**config.mk**
```make
export PLATFORM = sky130hd
export DESIGN_NAME = board_io_ctrl
export DESIGN_NICKNAME = d
export VERILOG_FILES = /design/src/rtl/board_io_pkg.sv /design/src/rtl/io_debounce.sv /design/src/rtl/board_io_ctrl.sv
export SDC_FILE = /design/constraint.sdc
export NUM_CORES = 1
export LEC_CHECK = 0
export BUFFER_PORTS_ARGS = -buffer_cell sky130_fd_sc_hd__clkbuf_2
export CORE_MARGIN = 1
export CORE_UTILIZATION = 45
export DETAILED_ROUTE_END_ITERATION = 12
export HOLD_SLACK_MARGIN = 0.12
export PLACE_DENSITY = 0.66
export SLEW_MARGIN = 20
export SYNTH_ARGS = -nofsm -noshare
export SYNTH_HDL_FRONTEND = slang
export SYNTH_SLANG_ARGS = --single-unit
```
**constraint.sdc**
```tcl
create_clock -name clk -period 11.7 [get_ports clk]
set_clock_uncertainty 0.2 [all_clocks]
set_input_delay 2.34 -clock clk [delete_from_list [all_inputs] [get_ports clk]]
set_output_delay 2.34 -clock clk [all_outputs]
set_load 0.005 [all_outputs]
```
**src/rtl/board_io_pkg.sv**
```systemverilog
`default_nettype none
// +------------------------------------------------------------------+
// | board_io_pkg : register map and helpers for board_io_ctrl        |
// | Rev 1.0                                                          |
// +------------------------------------------------------------------+
package board_io_pkg;

  localparam logic [7:0] LED_OFS       = 8'h00;
  localparam logic [7:0] BTN_STATE_OFS = 8'h04;
  localparam logic [7:0] SW_STATE_OFS  = 8'h08;
  localparam logic [7:0] IRQ_PEND_OFS  = 8'h0C;
  localparam logic [7:0] IRQ_EN_OFS    = 8'h10;
  localparam logic [7:0] EDGE_CFG_OFS  = 8'h14;

  localparam int EDGE_FALL_BASE = 16;

  function automatic int debounce_cnt_width(input int cycles);
    return $clog2(cycles) + 1;
  endfunction

endpackage
`default_nettype wire

```
**src/rtl/io_debounce.sv**
```systemverilog
`default_nettype none
// +------------------------------------------------------------------+
// | io_debounce : 2-FF synchroniser plus per-bit stability counter   |
// | Rev 1.0                                                          |
// +------------------------------------------------------------------+
module io_debounce
  import board_io_pkg::*;
#(
  parameter int WIDTH           = 1,
  parameter int DEBOUNCE_CYCLES = 1
) (
  input  logic             clk,
  input  logic             rst,
  input  logic [WIDTH-1:0] i_raw,
  output logic [WIDTH-1:0] o_stable
);

  localparam int                c_CNT_W = debounce_cnt_width(DEBOUNCE_CYCLES);
  localparam logic [c_CNT_W-1:0] c_LAST = c_CNT_W'(DEBOUNCE_CYCLES - 1);

  logic [WIDTH-1:0] r_meta;
  logic [WIDTH-1:0] r_sync;

  always_ff @(posedge clk or posedge rst) begin
    if (rst) begin
      r_meta <= '0;
      r_sync <= '0;
    end else begin
      r_meta <= i_raw;
      r_sync <= r_meta;
    end
  end

  generate
    for (genvar gi = 0; gi < WIDTH; gi++) begin : g_bit
      logic [c_CNT_W-1:0] r_cnt;
      logic               r_stable;

      // Stable only follows once the synced value has differed for DEBOUNCE_CYCLES edges in a row.
      always_ff @(posedge clk or posedge rst) begin
        if (rst) begin
          r_cnt    <= '0;
          r_stable <= 1'b0;
        end else if (r_sync[gi] == r_stable) begin
          r_cnt <= '0;
        end else if (r_cnt == c_LAST) begin
          r_stable <= r_sync[gi];
          r_cnt    <= '0;
        end else begin
          r_cnt <= r_cnt + c_CNT_W'(1);
        end
      end

      assign o_stable[gi] = r_stable;
    end
  endgenerate

endmodule
`default_nettype wire

```
**src/rtl/board_io_ctrl.sv**
```systemverilog
`default_nettype none
// +------------------------------------------------------------------+
// | board_io_ctrl : iomem peripheral for buttons, switches, LEDs, IRQ|
// | Rev 1.0                                                          |
// +------------------------------------------------------------------+
module board_io_ctrl
  import board_io_pkg::*;
#(
  parameter int          NUM_BTN         = 4,
  parameter int          NUM_SW          = 8,
  parameter int          NUM_LED         = 8,
  parameter int          DEBOUNCE_CYCLES = 1000000,
  parameter logic [31:0] BASE_ADDR       = 32'h0300_0000
) (
  input  logic               clk,
  input  logic               rst,
  input  logic               iomem_valid,
  output logic               iomem_ready,
  input  logic [3:0]         iomem_wstrb,
  input  logic [31:0]        iomem_addr,
  input  logic [31:0]        iomem_wdata,
  output logic [31:0]        iomem_rdata,
  input  logic [NUM_BTN-1:0] buttons,
  input  logic [NUM_SW-1:0]  switches,
  output logic [NUM_LED-1:0] leds,
  output logic [NUM_BTN-1:0] irq
);

  logic [NUM_BTN-1:0] w_btn;
  logic [NUM_SW-1:0]  w_sw;

  io_debounce #(.WIDTH(NUM_BTN), .DEBOUNCE_CYCLES(DEBOUNCE_CYCLES)) u_btn_db (
    .clk(clk), .rst(rst), .i_raw(buttons), .o_stable(w_btn)
  );

  io_debounce #(.WIDTH(NUM_SW), .DEBOUNCE_CYCLES(DEBOUNCE_CYCLES)) u_sw_db (
    .clk(clk), .rst(rst), .i_raw(switches), .o_stable(w_sw)
  );

  logic               r_ready;
  logic [31:0]        r_rdata;
  logic [NUM_LED-1:0] r_led;
  logic [NUM_BTN-1:0] r_btn_prev;
  logic [NUM_BTN-1:0] r_pend;
  logic [NUM_BTN-1:0] r_en;
  logic [NUM_BTN-1:0] r_edge_rise;
  logic [NUM_BTN-1:0] r_edge_fall;

  logic               w_sel;
  logic               w_wr;
  logic [7:0]         w_ofs;
  logic [NUM_BTN-1:0] w_event;
  logic [NUM_BTN-1:0] w_w1c;
  logic [NUM_LED-1:0] w_led_next;
  logic [31:0]        w_rd_data;
  logic               w_unused;

  // The !r_ready term makes each access a single-cycle pulse even if valid is held.
  assign w_sel   = iomem_valid && (iomem_addr[31:8] == BASE_ADDR[31:8]) && !r_ready;
  assign w_wr    = w_sel && (iomem_wstrb != 4'b0000);
  assign w_ofs   = iomem_addr[7:0];
  assign w_event = (w_btn & ~r_btn_prev & r_edge_rise) | (~w_btn & r_btn_prev & r_edge_fall);
  assign w_w1c   = (w_wr && w_ofs == IRQ_PEND_OFS) ? iomem_wdata[NUM_BTN-1:0] : '0;
  assign w_unused = ^{iomem_wdata};

  always_comb begin
    w_led_next = r_led;
    for (int i = 0; i < NUM_LED; i++)
      if (iomem_wstrb[i/8]) w_led_next[i] = iomem_wdata[i];
  end

  always_comb begin
    w_rd_data = '0;
    case (w_ofs)
      LED_OFS:       w_rd_data[NUM_LED-1:0] = r_led;
      BTN_STATE_OFS: w_rd_data[NUM_BTN-1:0] = w_btn;
      SW_STATE_OFS:  w_rd_data[NUM_SW-1:0]  = w_sw;
      IRQ_PEND_OFS:  w_rd_data[NUM_BTN-1:0] = r_pend;
      IRQ_EN_OFS:    w_rd_data[NUM_BTN-1:0] = r_en;
      EDGE_CFG_OFS: begin
        w_rd_data[NUM_BTN-1:0]                   = r_edge_rise;
        w_rd_data[EDGE_FALL_BASE +: NUM_BTN]     = r_edge_fall;
      end
      default: ;
    endcase
  end

  always_ff @(posedge clk or posedge rst) begin
    if (rst) begin
      r_ready     <= 1'b0;
      r_rdata     <= '0;
      r_led       <= '0;
      r_btn_prev  <= '0;
      r_pend      <= '0;
      r_en        <= '0;
      r_edge_rise <= '1;
      r_edge_fall <= '0;
    end else begin
      r_ready    <= w_sel;
      r_btn_prev <= w_btn;
      // A new event in the same cycle as a clear leaves the bit set.
      r_pend     <= (r_pend & ~w_w1c) | w_event;
      if (w_sel) r_rdata <= w_rd_data;
      if (w_wr) begin
        case (w_ofs)
          LED_OFS:      r_led <= w_led_next;
          IRQ_EN_OFS:   r_en  <= iomem_wdata[NUM_BTN-1:0];
          EDGE_CFG_OFS: begin
            r_edge_rise <= iomem_wdata[NUM_BTN-1:0];
            r_edge_fall <= iomem_wdata[EDGE_FALL_BASE +: NUM_BTN];
          end
          default: ;
        endcase
      end
    end
  end

  assign iomem_ready = r_ready;
  assign iomem_rdata = r_rdata;
  assign leds        = r_led;
  assign irq         = r_pend & r_en;

endmodule
`default_nettype wire
```
==> results of run 1 <==
[critical path, cell delays in order]
cell,delay (ns)
clkbuf_2,0.12
inv_8,0.60
buf_4,0.82
buf_4,0.76
[state kept, by name (all words and copies together) (netlist names)]
signal                   cells
u_sw_db.r_meta               8
r_pend                       4
u_btn_db.r_sync              4
iomem_rdata                 12
r_edge_rise                  4
r_en                         4
u_sw_db.r_sync               8
iomem_ready                  1
u_btn_db.r_meta              4
u_sw_db.g_bit.r_stable       8
r_btn_prev                   4
leds                         8
u_btn_db.g_bit.r_stable      4
u_sw_db.g_bit.r_cnt        168
u_btn_db.g_bit.r_cnt        84
r_edge_fall                  4
[cell type report]
type                            instances  area [um^2]
Antenna cell                            1         2.50
Clock buffer                           55         1090
Clock inverter                          8          104
Fill cell                            3114        16600
Inverter                               40          158
Multi-Input combinational cell       1159         7340
Sequential cell                       329         8240
Tap cell                              455          569
Timing Repair Buffer                  104          563
[power breakdown]
| part | switching, mW | internal, mW |
|---|---|---|
| sequential | 0.0136 | 1.15 |
| combinational | 0.0578 | 0.0263 |
| clock | 0.445 | 0.690 |
| total | 0.517 | 1.87 |
[worst max-delay path by stage]
stage / start / end / slack (ns) / cells past startpoint
after floorplan: rst / iomem_rdata[0] / 0.06 / 1
after global placement: rst / u_sw_db.g_bit[5].r_cnt[4] / 6.55 / 4
after detailed placement: rst / u_btn_db.g_bit[1].r_stable / 6.55 / 4
after CTS: rst / u_btn_db.g_bit[3].r_cnt[7] / 7.10 / 4
after global routing: rst / u_btn_db.g_bit[3].r_cnt[7] / 6.77 / 4
final: rst / u_sw_db.g_bit[7].r_cnt[18] / 7.28 / 4
[cell usage in the layout, fill, tap and decap left out, types with 65 or more instances in the layout]
cell type    n
a21oi_1     79
clkbuf_2    87
nand3_1     81
o21ai_0     65
nand4_1     68
xor2_1      91
xnor2_1     68
nand2_1    105
nor2_1     186
dfrtp_1    325
[cells by family after synthesis]
| group | Yosys count | share of synthesized area [%] |
|---|---|---|
| buf+inv | 110 | 3.08 |
| other cells | 1 | 0.0235 |
| fa+ha+maj | 12 | 0.943 |
| simple gates | 716 | 24.3 |
| xor+xnor | 159 | 8.74 |
| compound gates | 206 | 7.67 |
| mux | 46 | 3.49 |
| flops | 329 | 51.7 |
[per-layer routing]
metal	track usage (%)	vias up	part of all wire, %	wire (um)
met5	0	-	0	0
met4	4.46	0	1.6	531
met3	3.14	41	3.9	1280
met2	30.5	174	47	15300
met1	25.8	5838	48	15700
li1	-	5862	-	-
[per-stage QoR]
| step | hold slack, ns | setup slack, ns | util [%] |
|---|---|---|---|
| 2_1_floorplan | 0.131 | 0.0552 | - |
| 3_3_place_gp | 0.135 | 6.55 | 48.6 |
| 3_5_place_dp | 0.136 | 6.55 | 48.6 |
| 4_1_cts | 0.149 | 7.10 | 52.0 |
| 5_1_grt | 0.152 | 6.77 | 52.0 |
| 6_report | 0.146 | 7.28 | 52.0 |
==> results.md, run 1 <==
* Worst Path Arrival at 4.78 ns
* Ratio of total power to cell area at 132 mW/mm^2
* Startpoint class of the critical path: primary input
* WS Path Type: in2async
* Die width at 190 um
* Worst skew pair latency at 0.52 ns
* Vias in the first global route at 11500
* Synth Register Bits at 329
* Worst r2r path cells at 5
* H-tree depth at 2
* Post-synth top area share at 51.1%
* Initial DRC Count at 756
* Initial antenna violation count at 1
* RR Startpoint: iomem_ready
* RR Endpoint: r_en[0]
* GRT Residual Overflow at 0
* Flop-to-flop setup slack at 9.08 ns
* Area contributors post-synth: dfrtp_1 51%, xor2_1 5.0%, nor2_1 4.4%, xnor2_1 3.7%, nand4_1 2.7%
* Ys Warns at 0
* Via count at 11900
* Largest net degree at the start of global routing at 141
* Max-cap violations at 0
* CTS sink cnt at 329
* Fin. Hold Viols at 0
* F_max at 226 MHz
* Cts hold-fix bufs at 0
* Cells after DPL at 2087
* Inserted Clock Buffers at 37
* Fin crit period at 4.42 ns
* Io pins at 128
* GP Congestion at 0.838
* Maximum net fanout on the critical path at 140
* Unrepaired setup endpoints after global routing: false
* Root buffer cell: clkbuf_16
* Area Overhead vs Synth at 13.4%
* Fin Setup TNS at 0 ns
* Reg clk slew, reported paths at 0.05 ns
* Die Footprint at 0.0362 mm^2
* Most frequent cell after synthesis: dfrtp_1
* Fin nets at 1766
* Critical Path Sink Type: asynchronous set/reset pin
* Port bufs at 87
* Min-delay src: u_sw_db.r_meta[7]
* Remaining antenna violation count at 0
* Row count at 68
* CTS tree: built
* Max Transition Viols Final at 0
* Avg Cell Area, Syn at 10.1 um^2
* Dpl cell area at 0.0169 mm^2
* All-layer global routing usage at 18.7%
* Static Leak at 7.52 nW
* Worst min path class: reg2reg
* Global-route wire length before repair at 56100 um
* Async S/R FF share, synth at 100%
* Cells after synthesis at 1579
* Slew @ Worst Pin at 1.04 ns
* Postcts setup bufs at 0
* Worst slew margin at 30.0%
* Pre-antenna DRT Iters at 5
* Non-Filler Instances at 2151
* Cell variety after synth at 47
* DRC at 0
* Seq/Total Area, Yosys at 51.7%
* Most common library cells after synthesis: 325 x dfrtp_1, 186 x nor2_1, 105 x nand2_1
* Synthesized area at 0.0159 mm^2
* Total Power at 2.39 mW
* Leading area contributor after synthesis: dfrtp_1
* Share of layout cells above drive strength 1 at 13.4%
* Final worst path period share at 37.8%
* Post-DP HPWL at 22300 um
* Detailed Route WL at 32800 um
* Status: finished, final reports clean
* Worst Path Required at 12.05 ns
* Die extent in y at 190 um
* Post_cts resized at 0
* Vias per cell at 5.54
* Top_reg_cell synth: dfrtp_1
* Number of synthesized flops with an enable pin at 0
* Core area at 0.0347 mm^2
* Hold Path Depth at 0
* Setup violations, final at 0
* Hold endpoint: u_sw_db.r_sync[7]
* Final instance area at 0.0181 mm^2
* Maximum vdd drop at 0.0906 mV
* CTS max path bufs at 3
* Initial Util at 45.9%
* Wire per inst at 15.2 um
(Power assumes the default switching activity.)
==> run 2: changes to the inputs <==
--- a/config.mk
+++ b/config.mk
@@ -10,7 +10,7 @@
 export CORE_UTILIZATION = 45
 export DETAILED_ROUTE_END_ITERATION = 12
 export HOLD_SLACK_MARGIN = 0.12
-export PLACE_DENSITY = 0.66
+export PLACE_DENSITY = 0.64
 export SLEW_MARGIN = 20
 export SYNTH_ARGS = -nofsm -noshare
 export SYNTH_HDL_FRONTEND = slang
==> constraint.sdc (replaced) <==
create_clock -name clk -period 4.37 [get_ports clk]
set_clock_uncertainty 0.2 [all_clocks]
set_input_delay 0.874 -clock clk [delete_from_list [all_inputs] [get_ports clk]]
set_output_delay 0.874 -clock clk [all_outputs]
set_load 0.005 [all_outputs]
==> run 2 against run 1 <==
First-iteration DRC count grew 0.13%. Utilization is 0.56 points higher. Via count rose by 0.41%. Sequential share of layout area decreased by 0.48 points. Worst hold slack about the same. Worst setup slack got worse by 5.8 ns. Cell area grew 1.1%. Clock-buffer cell count rose by 1. Sequential power grew to 2.7 times the previous value. Critical path type is now in2reg. Largest cell class unchanged.
==> results.md, run 2 (synthesized netlist as in run 1, its figures left out) <==
* Worst min path class: reg2reg
* Total Power at 6.65 mW
* Fin nets at 1772
* Max Transition Viols Final at 0
* Post_cts resized at 0
* Inserted Clock Buffers at 38
* Unrepaired setup endpoints after global routing: false
* GP Congestion at 0.838
* Static Leak at 7.61 nW
* Vias in the first global route at 11600
* Worst Path Required at 4.57 ns
* Fin. Hold Viols at 0
* Postcts setup bufs at 0
* Max reg flops at 168
* Detailed Route WL at 33500 um
* Die extent in y at 190 um
* Global-route wire length before repair at 56600 um
* WS Path Type: in2reg
* Ratio of total power to cell area at 364 mW/mm^2
* Largest net degree at the start of global routing at 80
* H-tree depth at 2
* Row count at 68
* Commonest non-fill, non-tap cell in the layout: dfrtp_1
* GRT Residual Overflow at 0
* Final hold slack at 0.146 ns
* Most flops, register: u_sw_db.g_bit.r_cnt
* Initial DRC Count at 757
* Post-DP HPWL at 22900 um
* Share of layout cells above drive strength 1 at 14.1%
* Fin Setup TNS at 0 ns
* N_diodes at 0
* Maximum vdd drop at 0.237 mV
* Io pins at 128
* Vias per cell at 5.54
* Most frequent cells in the layout: 325 x dfrtp_1, 186 x nor2_1, 105 x nand2_1, 91 x xor2_1, 87 x clkbuf_2
* CTS tree: built
* Initial antenna violation count at 0
* Worst skew pair latency at 0.52 ns
* DRC at 0
* Fin crit period at 2.85 ns
* All-layer global routing usage at 18.8%
* Root buffer cell: clkbuf_16
* Final worst path period share at 65.3%
* F_max at 350 MHz
* Worst setup margin at 1.52 ns
* Remaining antenna violation count at 0
* Die Footprint at 0.0362 mm^2
* Max-cap violations at 0
* Via count at 12000
* Cts hold-fix bufs at 0
* Worst Path Arrival at 3.06 ns
* Setup violations, final at 0
* Slew @ Worst Pin at 0.928 ns
* Area Overhead vs Synth at 14.6%
* Port bufs at 87
* Maximum net fanout on the critical path at 8
* Critical Path Sink Type: register
* Initial Util at 45.9%
* Final core occ at 52.6%
* Die width at 190 um
* Pre-antenna DRT Iters at 5
* Core area at 0.0347 mm^2
* Status: finished, final reports clean
* Worst slew margin at 38.0%
* Wire per inst at 15.5 um
* CTS max path bufs at 3
* Setup Slack @ Placement at 0.959 ns
* Reg clk slew, reported paths at 0.06 ns
* Startpoint class of the critical path: primary input
* CTS sink cnt at 329
==> run 2: changes by cell type in the layout (fill, tap and decap cells not counted), sizes merged <==
cell / delta
buf: +5
bufinv: +2
clkbuf: +1
clkinvlp: +3
diode: -1
==> run 2: worst paths after layout <==
path,from,endpoint,slack [ns],cells past startpoint
max,iomem_addr[7],leds[3],1.52,5
min,u_sw_db.r_meta[1],u_sw_db.r_sync[1],0.15,0
max reg2reg,u_btn_db.g_bit[0].r_cnt[0],u_btn_db.g_bit[0].r_cnt[7],1.73,6
min reg2reg,u_sw_db.r_meta[1],u_sw_db.r_sync[1],0.15,0
max in group asynchronous,rst,u_sw_db.g_bit[0].r_cnt[6],2.69,3
min in group asynchronous,rst,u_btn_db.g_bit[2].r_cnt[18],0.36,2
==> run 2: worst max-delay path, cell delays in order <==
cell and delay (ns):
clkbuf_2 0.10, nor4_4 0.39, or4b_1 0.62, nor4_4 0.65, mux2_2 0.41
==> run 2: area by class of cell <==
class	instances	area (um^2)
inverters	40	154
flip-flops and latches	329	8240
repair buffers	109	651
multi-input cells	1159	7330
clock buffers	56	1140
fillers	3137	16500
well taps	455	569
clock inverters	13	180
==> run 2: power by group <==
group,switching [mW],internal (mW),total (mW)
clock network,1.24,2.05,3.29
logic,0.157,0.0771,0.234
registers,0.0376,3.09,3.12
==> run 2: metrics by stage <==
stage / instance area, um^2 / cells
finish: 18300 / 2161
global route: 18300 / 2161
CTS: 18300 / 2161
detailed placement: 16900 / 2092
global placement: 16900 / 2092
floorplan: 16000 / 1598
==> run 2: metal layers <==
| layer | global-route usage, % | share of wire, % |
|---|---|---|
| met5 | 0 | 0 |
| met2 | 30.8 | 47 |
| met1 | 26.2 | 48 |
| met4 | 4.86 | 2.0 |
| met3 | 2.79 | 3.3 |
==> run 3: changes to the inputs <==
==> constraint.sdc (replaced) <==
create_clock -name clk -period 2.7 [get_ports clk]
set_clock_uncertainty 0.2 [all_clocks]
set_input_delay 0.54 -clock clk [delete_from_list [all_inputs] [get_ports clk]]
set_output_delay 0.54 -clock clk [all_outputs]
set_load 0.005 [all_outputs]
==> run 3 against run 2 <==
Clock-buffer cell count is 1 higher. Die area stayed put. Clock power is 52% higher. Global-route usage is 0.42 points higher. Critical path depth is 1 higher. Sequential share of layout area is 0.92 points lower. Critical path type is now reg2reg.
==> results.md, run 3 (synthesized netlist as in run 1, its figures left out) <==
* Worst min path class: in2reg
* Most flops, register: u_sw_db.g_bit.r_cnt
* GR Util met2 at 31.1%
* Max-cap violations at 0
* Dpl cell area at 0.0172 mm^2
* Crit path cell chain: ha_1, and4_1, nand2_1, o31ai_2, buf_4, nor2_1
* Maximum net fanout on the critical path at 9
* Final instance area at 0.0186 mm^2
* Post-DP HPWL at 23300 um
* Final worst path period share at 83.2%
* Area Overhead vs Synth at 17.0%
* Pre-antenna DRT Iters at 5
* Max Transition Viols Final at 0
* Worst Path Arrival at 2.45 ns
* Io pins at 128
* Postcts setup bufs at 0
* Busiest layer in global routing: met2
* CTS sink cnt at 329
* Largest net degree at the start of global routing at 57
* Critical Path Sink Type: register
* Inserted Clock Buffers at 38
* All-layer global routing usage at 19.3%
* Core area at 0.0347 mm^2
* Most frequent cells in the layout: 325 x dfrtp_1, 186 x nor2_1, 105 x nand2_1, 91 x xor2_1, 87 x clkbuf_2
* Startpoint class of the critical path: register
* FILL cells at 3111
* N_diodes at 0
* Worst slew margin at 52.6%
* WS Path Type: reg2reg
* Slew @ Worst Pin at 0.704 ns
* Setup violations, final at 0
* Initial antenna violation count at 0
* Status: finished, final reports clean
* F_max at 445 MHz
* Maximum vdd drop at 0.428 mV
* GP Congestion at 0.819
* Delay of the slowest critical-path stage at 0.49 ns
* Via count at 12200
* Unrepaired setup endpoints after global routing: false
* Port bufs at 87
* Fin nets at 1819
* Die width at 190 um
* Max reg flops at 168
* Die extent in y at 190 um
* CTS tree: built
* Vias per cell at 5.52
* Initial Util at 45.9%
* Fin. Hold Viols at 0
* Commonest non-fill, non-tap cell in the layout: dfrtp_1
* GRT met1 Usage at 26.7%
* Worst Path Required at 2.91 ns
* Fin Setup TNS at 0 ns
* Total Power at 10.5 mW
* Vias in the first global route at 12000
* Detailed Route WL at 33800 um
* DRC at 0
* Reg clk slew, reported paths at 0.06 ns
* Non-Filler Instances at 2207
* Die Footprint at 0.0362 mm^2
* Fin crit period at 2.25 ns
* Cells after DPL at 2116
* Root buffer cell: clkbuf_16
* Static Leak at 7.82 nW
* Final hold slack at 0.140 ns
* Row count at 68
* Worst skew pair latency at 0.52 ns
* Remaining antenna violation count at 0
* GRT Residual Overflow at 0
* Ratio of total power to cell area at 563 mW/mm^2
* Share of layout cells above drive strength 1 at 15.0%
* Crit path max-delay cell type: o31ai_2
* Global-route wire length before repair at 58100 um
* CTS max path bufs at 3
* Initial DRC Count at 660
* Grt met3 use at 2.90%
* Wire per inst at 15.3 um
* H-tree depth at 2
run 3: power breakdown:
group          internal (mW)  total [mW]  switching (mW)  leakage (nW)
logic                  0.167       0.433           0.266          2.73
clock network           3.02        5.00            1.99         0.616
registers               4.99        5.05          0.0593          4.48
run 3: worst paths after layout:
path / startpoint / end / slack (ns) / cells after the start
min in group asynchronous: rst / u_btn_db.r_meta[1] / 0.37 / 3
max: u_sw_db.g_bit[3].r_cnt[0] / u_sw_db.g_bit[3].r_cnt[7] / 0.45 / 6
max reg2reg: u_sw_db.g_bit[3].r_cnt[0] / u_sw_db.g_bit[3].r_cnt[7] / 0.45 / 6
min: iomem_wdata[1] / r_edge_rise[1] / 0.14 / 2
max in group asynchronous: rst / u_sw_db.g_bit[4].r_cnt[3] / 1.05 / 5
min reg2reg: u_sw_db.r_meta[1] / u_sw_db.r_sync[1] / 0.15 / 0
run 3: timing repair:
action,4_1_cts,5_1_grt
gates resized for setup,0,0
setup endpoints to repair,0,0
hold endpoints to repair,37,0
hold buffers,23,0
run 3: area by class of cell:
type	count	area, um^2	area share [%]
flip-flops and latches	329	8240	44.2
clock buffers	57	1140	6.14
repair buffers	156	1120	6.03
multi-input cells	1159	7330	39.3
well taps	455	569	3.05
inverters	40	154	0.826
clock inverters	11	83.8	0.450
run 3: per-layer routing:
layer  vias up  routed length [um]
li1       5973                   -
met1      5964               15900
met2       198               15700
met3        55                1280
met4         0                 855
met5         -                   0
run 3: critical path, delay by kind of cell, from the launching register on:
family	cells	cell delay, ns
AOI/OAI and AO/OA	1	0.49
buffers and inverters	1	0.26
and+or+nand+nor	3	0.58
adders and majority gates	1	0.21
DFF	1	0.38
run 3: metrics by stage:
stage / util, % / setup slack [ns]
final: 53.7 / 0.454
after detailed placement: 49.5 / 0.0836
after floorplan: - / -2.43
after CTS: 53.7 / 0.460
after global routing: 53.7 / 0.261
after global placement: 49.5 / 0.103
